File: src/rtl/branch_predict_unit_pkg.sv
// Shared branch-predictor definitions: 2-bit counter encodings, default table size
// and the saturating counter next-state function.
package bp_pkg;

   localparam logic [1:0] STRONG_TAKEN     = 2'b00;
   localparam logic [1:0] WEAK_TAKEN       = 2'b01;
   localparam logic [1:0] WEAK_NOT_TAKEN   = 2'b11;
   localparam logic [1:0] STRONG_NOT_TAKEN = 2'b10;

   localparam int BP_INDEX_W = 4;

   function automatic logic [1:0] bp_next_state(input logic [1:0] state, input logic taken);
      logic [1:0] nxt;
      nxt = STRONG_NOT_TAKEN;
      case (state)
         STRONG_NOT_TAKEN: nxt = taken ? WEAK_NOT_TAKEN : STRONG_NOT_TAKEN;
         WEAK_NOT_TAKEN:   nxt = taken ? WEAK_TAKEN     : STRONG_NOT_TAKEN;
         WEAK_TAKEN:       nxt = taken ? STRONG_TAKEN   : WEAK_NOT_TAKEN;
         STRONG_TAKEN:     nxt = taken ? STRONG_TAKEN   : WEAK_TAKEN;
         default:          nxt = STRONG_NOT_TAKEN;
      endcase
      return nxt;
   endfunction

endpackage

File: src/rtl/branch_predict_unit_if.sv
// Fetch-lookup, execute-resolution, redirect and statistics signals of the predictor.
interface bp_if #(parameter int XLEN = 32);

   logic [XLEN-1:0] if_pc;
   logic            predict_taken;
   logic [XLEN-1:0] predict_target;
   logic            ex_valid;
   logic            ex_is_branch;
   logic [XLEN-1:0] ex_pc;
   logic            ex_taken;
   logic [XLEN-1:0] ex_target;
   logic            ex_pred_taken;
   logic [XLEN-1:0] ex_pred_target;
   logic            flush;
   logic [XLEN-1:0] redirect_pc;
   logic [31:0]     stat_branches;
   logic [31:0]     stat_mispredicts;

   modport master (
      output if_pc, ex_valid, ex_is_branch, ex_pc, ex_taken, ex_target,
             ex_pred_taken, ex_pred_target,
      input  predict_taken, predict_target, flush, redirect_pc,
             stat_branches, stat_mispredicts
   );

   modport slave (
      input  if_pc, ex_valid, ex_is_branch, ex_pc, ex_taken, ex_target,
             ex_pred_taken, ex_pred_target,
      output predict_taken, predict_target, flush, redirect_pc,
             stat_branches, stat_mispredicts
   );

endinterface

File: src/rtl/branch_predict_unit_counter_next.sv
// Combinational 2-bit saturating counter step plus taken decode of the current state.
module bp_counter_next
   import bp_pkg::*;
(
   input  logic [1:0] i_state,
   input  logic       i_taken,
   output logic [1:0] o_next,
   output logic       o_taken
);

   assign o_next  = bp_next_state(i_state, i_taken);
   // Taken states (00, 01) share a zero MSB.
   assign o_taken = ~i_state[1];

endmodule

File: src/rtl/branch_predict_unit.sv
// Direct-mapped 2-bit counter predictor with BTB, mispredict redirect and statistics.
module branch_predict_unit
   import bp_pkg::*;
#(
   parameter int INDEX_W = BP_INDEX_W,
   parameter int XLEN    = 32
)(
   input  logic clk,
   input  logic rst,
   bp_if.slave  bus
);

   localparam int ENTRIES = 1 << INDEX_W;
   localparam int TAG_W   = XLEN - INDEX_W - 2;

   logic [ENTRIES-1:0] r_valid;
   logic [1:0]         r_ctr    [ENTRIES];
   logic [TAG_W-1:0]   r_tag    [ENTRIES];
   logic [XLEN-1:0]    r_target [ENTRIES];

   logic               r_flush;
   logic [XLEN-1:0]    r_redirect_pc;
   logic [31:0]        r_stat_branches;
   logic [31:0]        r_stat_mispredicts;

   logic [INDEX_W-1:0] w_if_idx;
   logic [TAG_W-1:0]   w_if_tag;
   logic               w_if_hit;

   logic [INDEX_W-1:0] w_ex_idx;
   logic [TAG_W-1:0]   w_ex_tag;
   logic               w_ex_tag_eq;
   logic               w_ex_hit;
   logic               w_resolve;
   logic               w_alias;
   logic [XLEN-1:0]    w_actual;
   logic               w_mispredict;
   logic [1:0]         w_ctr_next;
   logic               w_unused_ctr_taken;

   // Fetch-side lookup sees the table as it stood before this cycle's update.
   assign w_if_idx = bus.if_pc[INDEX_W+1:2];
   assign w_if_tag = bus.if_pc[XLEN-1:INDEX_W+2];
   assign w_if_hit = r_valid[w_if_idx] & (r_tag[w_if_idx] == w_if_tag);

   assign bus.predict_taken  = w_if_hit & ~r_ctr[w_if_idx][1];
   assign bus.predict_target = w_if_hit ? r_target[w_if_idx] : bus.if_pc + XLEN'(4);

   assign w_ex_idx    = bus.ex_pc[INDEX_W+1:2];
   assign w_ex_tag    = bus.ex_pc[XLEN-1:INDEX_W+2];
   assign w_ex_tag_eq = r_tag[w_ex_idx] == w_ex_tag;
   assign w_ex_hit    = r_valid[w_ex_idx] & w_ex_tag_eq;

   assign w_resolve = bus.ex_valid & bus.ex_is_branch;
   // A non-branch predicted taken means the BTB aliased onto a different instruction.
   assign w_alias   = bus.ex_valid & ~bus.ex_is_branch & bus.ex_pred_taken;

   assign w_actual     = (w_resolve & bus.ex_taken) ? bus.ex_target : bus.ex_pc + XLEN'(4);
   assign w_mispredict = (w_resolve & ((bus.ex_pred_target != w_actual) |
                                       (bus.ex_pred_taken != bus.ex_taken))) | w_alias;

   bp_counter_next u_counter_next (
      .i_state (r_ctr[w_ex_idx]),
      .i_taken (bus.ex_taken),
      .o_next  (w_ctr_next),
      .o_taken (w_unused_ctr_taken)
   );

   always_ff @(posedge clk or posedge rst) begin
      if (rst) begin
         r_valid <= '0;
         for (int i = 0; i < ENTRIES; i++) r_ctr[i] <= STRONG_NOT_TAKEN;
         r_flush            <= 1'b0;
         r_redirect_pc      <= '0;
         r_stat_branches    <= '0;
         r_stat_mispredicts <= '0;
      end else begin
         if (w_resolve) begin
            if (w_ex_hit) begin
               r_ctr[w_ex_idx] <= w_ctr_next;
            end else if (bus.ex_taken) begin
               r_valid[w_ex_idx] <= 1'b1;
               r_ctr[w_ex_idx]   <= WEAK_TAKEN;
            end
         end else if (w_alias && w_ex_tag_eq) begin
            r_valid[w_ex_idx] <= 1'b0;
         end

         r_flush <= w_mispredict;
         if (w_mispredict) r_redirect_pc <= w_actual;

         if (w_resolve && (r_stat_branches != 32'hFFFF_FFFF))
            r_stat_branches <= r_stat_branches + 32'd1;
         if (w_mispredict && (r_stat_mispredicts != 32'hFFFF_FFFF))
            r_stat_mispredicts <= r_stat_mispredicts + 32'd1;
      end
   end

   // Tag and target are only meaningful under a valid bit, so they carry no reset.
   always_ff @(posedge clk) begin
      if (w_resolve && bus.ex_taken) begin
         r_tag[w_ex_idx]    <= w_ex_tag;
         r_target[w_ex_idx] <= bus.ex_target;
      end
   end

   assign bus.flush            = r_flush;
   assign bus.redirect_pc      = r_redirect_pc;
   assign bus.stat_branches    = r_stat_branches;
   assign bus.stat_mispredicts = r_stat_mispredicts;

endmodule

File: src/flat_wrapper.sv
// flat-port wrapper written by rule: the top's interface ports become plain ports
module branch_predict_unit_flat import bp_pkg::*;
#(
   parameter int INDEX_W = BP_INDEX_W,
   parameter int XLEN    = 32
)
  (clk, rst, bus_if_pc, bus_ex_valid, bus_ex_is_branch, bus_ex_pc, bus_ex_taken, bus_ex_target, bus_ex_pred_taken, bus_ex_pred_target, bus_predict_taken, bus_predict_target, bus_flush, bus_redirect_pc, bus_stat_branches, bus_stat_mispredicts);
  bp_if #(.XLEN(XLEN)) bus_i ();
  input  logic clk;
  input  logic rst;
  input wire logic [$bits(bus_i.if_pc)-1:0] bus_if_pc;
  input wire logic [$bits(bus_i.ex_valid)-1:0] bus_ex_valid;
  input wire logic [$bits(bus_i.ex_is_branch)-1:0] bus_ex_is_branch;
  input wire logic [$bits(bus_i.ex_pc)-1:0] bus_ex_pc;
  input wire logic [$bits(bus_i.ex_taken)-1:0] bus_ex_taken;
  input wire logic [$bits(bus_i.ex_target)-1:0] bus_ex_target;
  input wire logic [$bits(bus_i.ex_pred_taken)-1:0] bus_ex_pred_taken;
  input wire logic [$bits(bus_i.ex_pred_target)-1:0] bus_ex_pred_target;
  output wire logic [$bits(bus_i.predict_taken)-1:0] bus_predict_taken;
  output wire logic [$bits(bus_i.predict_target)-1:0] bus_predict_target;
  output wire logic [$bits(bus_i.flush)-1:0] bus_flush;
  output wire logic [$bits(bus_i.redirect_pc)-1:0] bus_redirect_pc;
  output wire logic [$bits(bus_i.stat_branches)-1:0] bus_stat_branches;
  output wire logic [$bits(bus_i.stat_mispredicts)-1:0] bus_stat_mispredicts;
  assign bus_i.if_pc = bus_if_pc;
  assign bus_i.ex_valid = bus_ex_valid;
  assign bus_i.ex_is_branch = bus_ex_is_branch;
  assign bus_i.ex_pc = bus_ex_pc;
  assign bus_i.ex_taken = bus_ex_taken;
  assign bus_i.ex_target = bus_ex_target;
  assign bus_i.ex_pred_taken = bus_ex_pred_taken;
  assign bus_i.ex_pred_target = bus_ex_pred_target;
  assign bus_predict_taken = bus_i.predict_taken;
  assign bus_predict_target = bus_i.predict_target;
  assign bus_flush = bus_i.flush;
  assign bus_redirect_pc = bus_i.redirect_pc;
  assign bus_stat_branches = bus_i.stat_branches;
  assign bus_stat_mispredicts = bus_i.stat_mispredicts;
  branch_predict_unit #(.INDEX_W(INDEX_W), .XLEN(XLEN)) u_core (.clk(clk), .rst(rst), .bus(bus_i));
endmodule
File: config.mk
export PLATFORM = sky130hd
export DESIGN_NAME = branch_predict_unit_flat
export DESIGN_NICKNAME = d
export VERILOG_FILES = /design/src/rtl/branch_predict_unit_pkg.sv /design/src/rtl/branch_predict_unit_if.sv /design/src/rtl/branch_predict_unit_counter_next.sv /design/src/rtl/branch_predict_unit.sv /design/src/flat_wrapper.sv
export SDC_FILE = /design/constraint.sdc
export NUM_CORES = 2
export LEC_CHECK = 0
export ABC_AREA = 1
export CORE_MARGIN = 3
export CORE_UTILIZATION = 30
export CTS_BUF_LIST = sky130_fd_sc_hd__clkbuf_8
export DETAILED_ROUTE_END_ITERATION = 6
export PLACE_DENSITY = 0.59
export SYNTH_ARGS = -nofsm -noshare
export SYNTH_HDL_FRONTEND = slang
export SYNTH_HIERARCHICAL = 1
export SYNTH_SLANG_ARGS = --single-unit
File: constraint.sdc
create_clock -name clk -period 4.4 [get_ports clk]
set_input_delay 0.88 -clock clk [delete_from_list [all_inputs] [get_ports clk]]
set_output_delay 0.88 -clock clk [all_outputs]
set_load 0.02 [all_outputs]
==> flow_summary.yaml <==
drt:
  drtIter0Drc: 4865
  routedWlPerCell_um: 23.38
  first_pass_iters: 6
  drc: 0
  ant_nets: 0
  vias_per_cell: 5.171
  vias: 45069
  finalWirelength_um: 203800
clock_tree:
  htreeDepth: 4
  cts_tree: "yes"
  clock-sinks: 1073
  clkLatencyLatePin_ps: 930
  holdBufCountCts: 0
  cts_root_buf: "clkbuf_8"
  cts_made_buffers: 178
  clkTransAtPathRegs_ps: 60
  clockBufferDepth: 3
timing:
  grt_setup_unrepaired: "yes"
  finalSetupViolCount: 0
  max_slew.worst_pin.slew_ps: 981.1
  fmax_mhz: 228.1
  relSlewSlack_pct: 34.59
  fin_crit_sh_pct: 99.66
  fin_worst_skew_ps: 57.95
  hold_viol: 0
  slew_violations: 0
  hold_slack_ps: 467.8
  min_period_ps: 4385
grt:
  grt_max_degree: 211
  antenna_found_initial: 8
  grt_pass1_wl_um: 293300
  overflow: 0
  grt_pass1_vias: 42843
  grt_use_total_pct: 22.10
critical_path:
  r2r-end: "u_core/bus.stat_mispredicts[25]"
  critPathMaxStageDelay_ps: 240
  reg2reg_from: "u_core/bus.stat_mispredicts[0]"
  ff2ff_setup_slack_ps: 1350
  crit_start: "bus_if_pc[2]"
  worstPathMaxFanout: 22
  crit_type: "in2out"
  worstPathArrival_ps: 3500
  worst-endpoint-required_ps: 3520
  reg2reg_depth: 12
  path_cells: "buf_12 > buf_12 > buf_12 > o21ai_0 > o211ai_1 > buf_4 > nand3_1 > nand3_1 > xor2_1 > nand2_1 > nor2_2 > nand3_2 > nor2_4 > buf_12 > buf_8 > nand2_1 > nand2_2 > buf_12"
  worstSetupStartpointType: "input pin"
  critPathSlowestCell: "o211ai_1"
  endpoint_kind: "output pin"
  crit_top_cell: "buf_12"
pwr:
  p_per_area_nw_per_um2: 355.7
  power.total_mw: 23.16
  ir_drop_v: 0.0002576
  power.leakage_nw: 25.72
floorplan:
  coreArea_um2: 172100
  die_w_um: 422.9
  fp.dieH_um: 422.9
  rows: 152
  io_pins: 264
  die-area_um2: 178800
  start_util_pct: 30.29
final_layout:
  layout-drive-gt1-share_pct: 14.17
  area_growth_pct: 24.89
  final_net_count: 6401
synthesis:
  yosys.area.top_type: "edfxtp_1"
  synth_seq_cells: 1073
  ys_types: 42
  yosysSeqAreaShare_pct: 60.44
  syn_area_per_cell_um2: 9.191
  async_flop_share_pct: 13.51
  syn_nets: 5814
  synth_edf_count: 928
  synthTopCellsByCount: "nand2_1 (1506), edfxtp_1 (928), nor2_1 (681)"
  synthCells: 5673
  synth_most_common_cell: "nand2_1"
  netlist_area_um2: 52140
  synth_top_area_share_pct: 53.45
  ys_warn_count: 6
  synth_area_leaders: "edfxtp_1 (53%), nand2_1 (11%), dfrtp_1 (6.2%)"
  synth_ff_type: "edfxtp_1"
placement:
  portBuffers: 263
  dp_hpwl_um: 134800
  place_congestion: 0.9715
min_path:
  hp-class: "reg2reg"
  hp-start: "u_core/r_ctr[13]"
  hold_end: "u_core/r_ctr[13]"
  whs_path_depth: 2
flow_run:
  max-cap-violations: 0
run_status:
  status: "finished clean"
-- repair_timing --
item,CTS,global route
gates cloned,2,2
setup endpoints to repair,33,33
gates resized for setup,157,102
pin swaps,12,20
setup buffers,3,2
-- critical path: cells and delay by family --
| family | cells | cell delay [ps] |
|---|---|---|
| buffers and inverters | 7 | 1110 |
| AND/OR/NAND/NOR | 8 | 990 |
| AO/OA/AOI/OAI | 2 | 320 |
| XOR/XNOR | 1 | 150 |
-- sequential cells by signal (all words and copies together) (netlist names), named ones only --
name / flops
u_core/bus.flush: 1
u_core/bus.redirect_pc: 32
u_core/bus.stat_branches: 32
u_core/bus.stat_mispredicts: 32
u_core/r_ctr: 32
u_core/r_tag: 416
u_core/r_target: 512
-- metrics by stage --
| stage | setup slack, ps | instances | TNS [ps] | area (um2) | utilization (%) |
|---|---|---|---|---|---|
| 4_1_cts | 0.8753 | 8707 | 0 | 64760 | 37.63 |
| 5_1_grt | -102.7 | 8715 | -1712 | 65110 | 37.83 |
| 6_report | 15.15 | 8716 | 0 | 65120 | 37.83 |
| 3_5_place_dp | -601.8 | 8383 | -14560 | 61170 | 35.54 |
| 3_3_place_gp | -617.3 | 8383 | -14420 | 61170 | 35.54 |
| 2_1_floorplan | -402.4 | 5673 | -72690 | 52170 | - |
-- power by group --
group / switching [mW] / internal, mW / total [mW]
Clock: 4.26 / 4.44 / 8.71
Combinational: 1.97 / 1.10 / 3.06
Sequential: 0.134 / 11.3 / 11.4
Total: 6.37 / 16.8 / 23.2
-- how the worst max path moves through the flow --
| stage | slack [ps] | endpoint | cells past startpoint |
|---|---|---|---|
| floorplan | -400 | u_core/r_tag[15][0] | 5 |
| global placement | -620 | bus_predict_target[13] | 16 |
| detailed placement | -600 | bus_predict_target[1] | 16 |
| CTS | 0.9 | bus_predict_target[28] | 19 |
| global route | -100 | bus_predict_target[6] | 19 |
| finish | 20 | bus_predict_target[22] | 18 |
-- layer usage --
metal	vias to the layer above	wire, um	GRT usage [%]
li1	20477	-	-
met1	21811	77550	26.86
met2	2262	95320	36.11
met5	-	0	0
met4	0	14740	14.48
met3	519	16170	3.856
-- cell families after synthesis --
group | after synthesis | share of synthesized area [%]
flip-flops | 1073 | 60.44
buffers and inverters | 741 | 5.726
AO/OA/AOI/OAI | 1087 | 11.36
adder cells (fa/ha/maj) | 7 | 0.1680
AND/OR/NAND/NOR | 2667 | 20.65
XOR/XNOR | 98 | 1.646
-- cells in the final DEF (no fill, tap or decap), types with 72 or more instances in the layout --
master,netlist,routed
o21ai_0,617,598
clkbuf_8,0,181
edfxtp_1,928,928
xor2_1,73,72
nor2_1,681,654
o21ai_1,58,73
o22ai_1,85,85
nand3_1,345,338
buf_4,11,372
a21oi_1,196,195
clkdlybuf4s50_1,0,224
buf_12,0,104
dfrtp_1,129,129
inv_1,408,446
nand2_1,1506,1457
-- cell type report --
type,instances,area (um2)
clock inverter,139,914.6
sequential,1073,31520
timing repair buffer,733,7541
multi-input combinational,3859,18160
clock buffer,181,2491
tap,2310,2890
inverter,415,1584
antenna,6,15.01
fill,17053,107000
No activity file was read; power rests on OpenSTA's default activity.
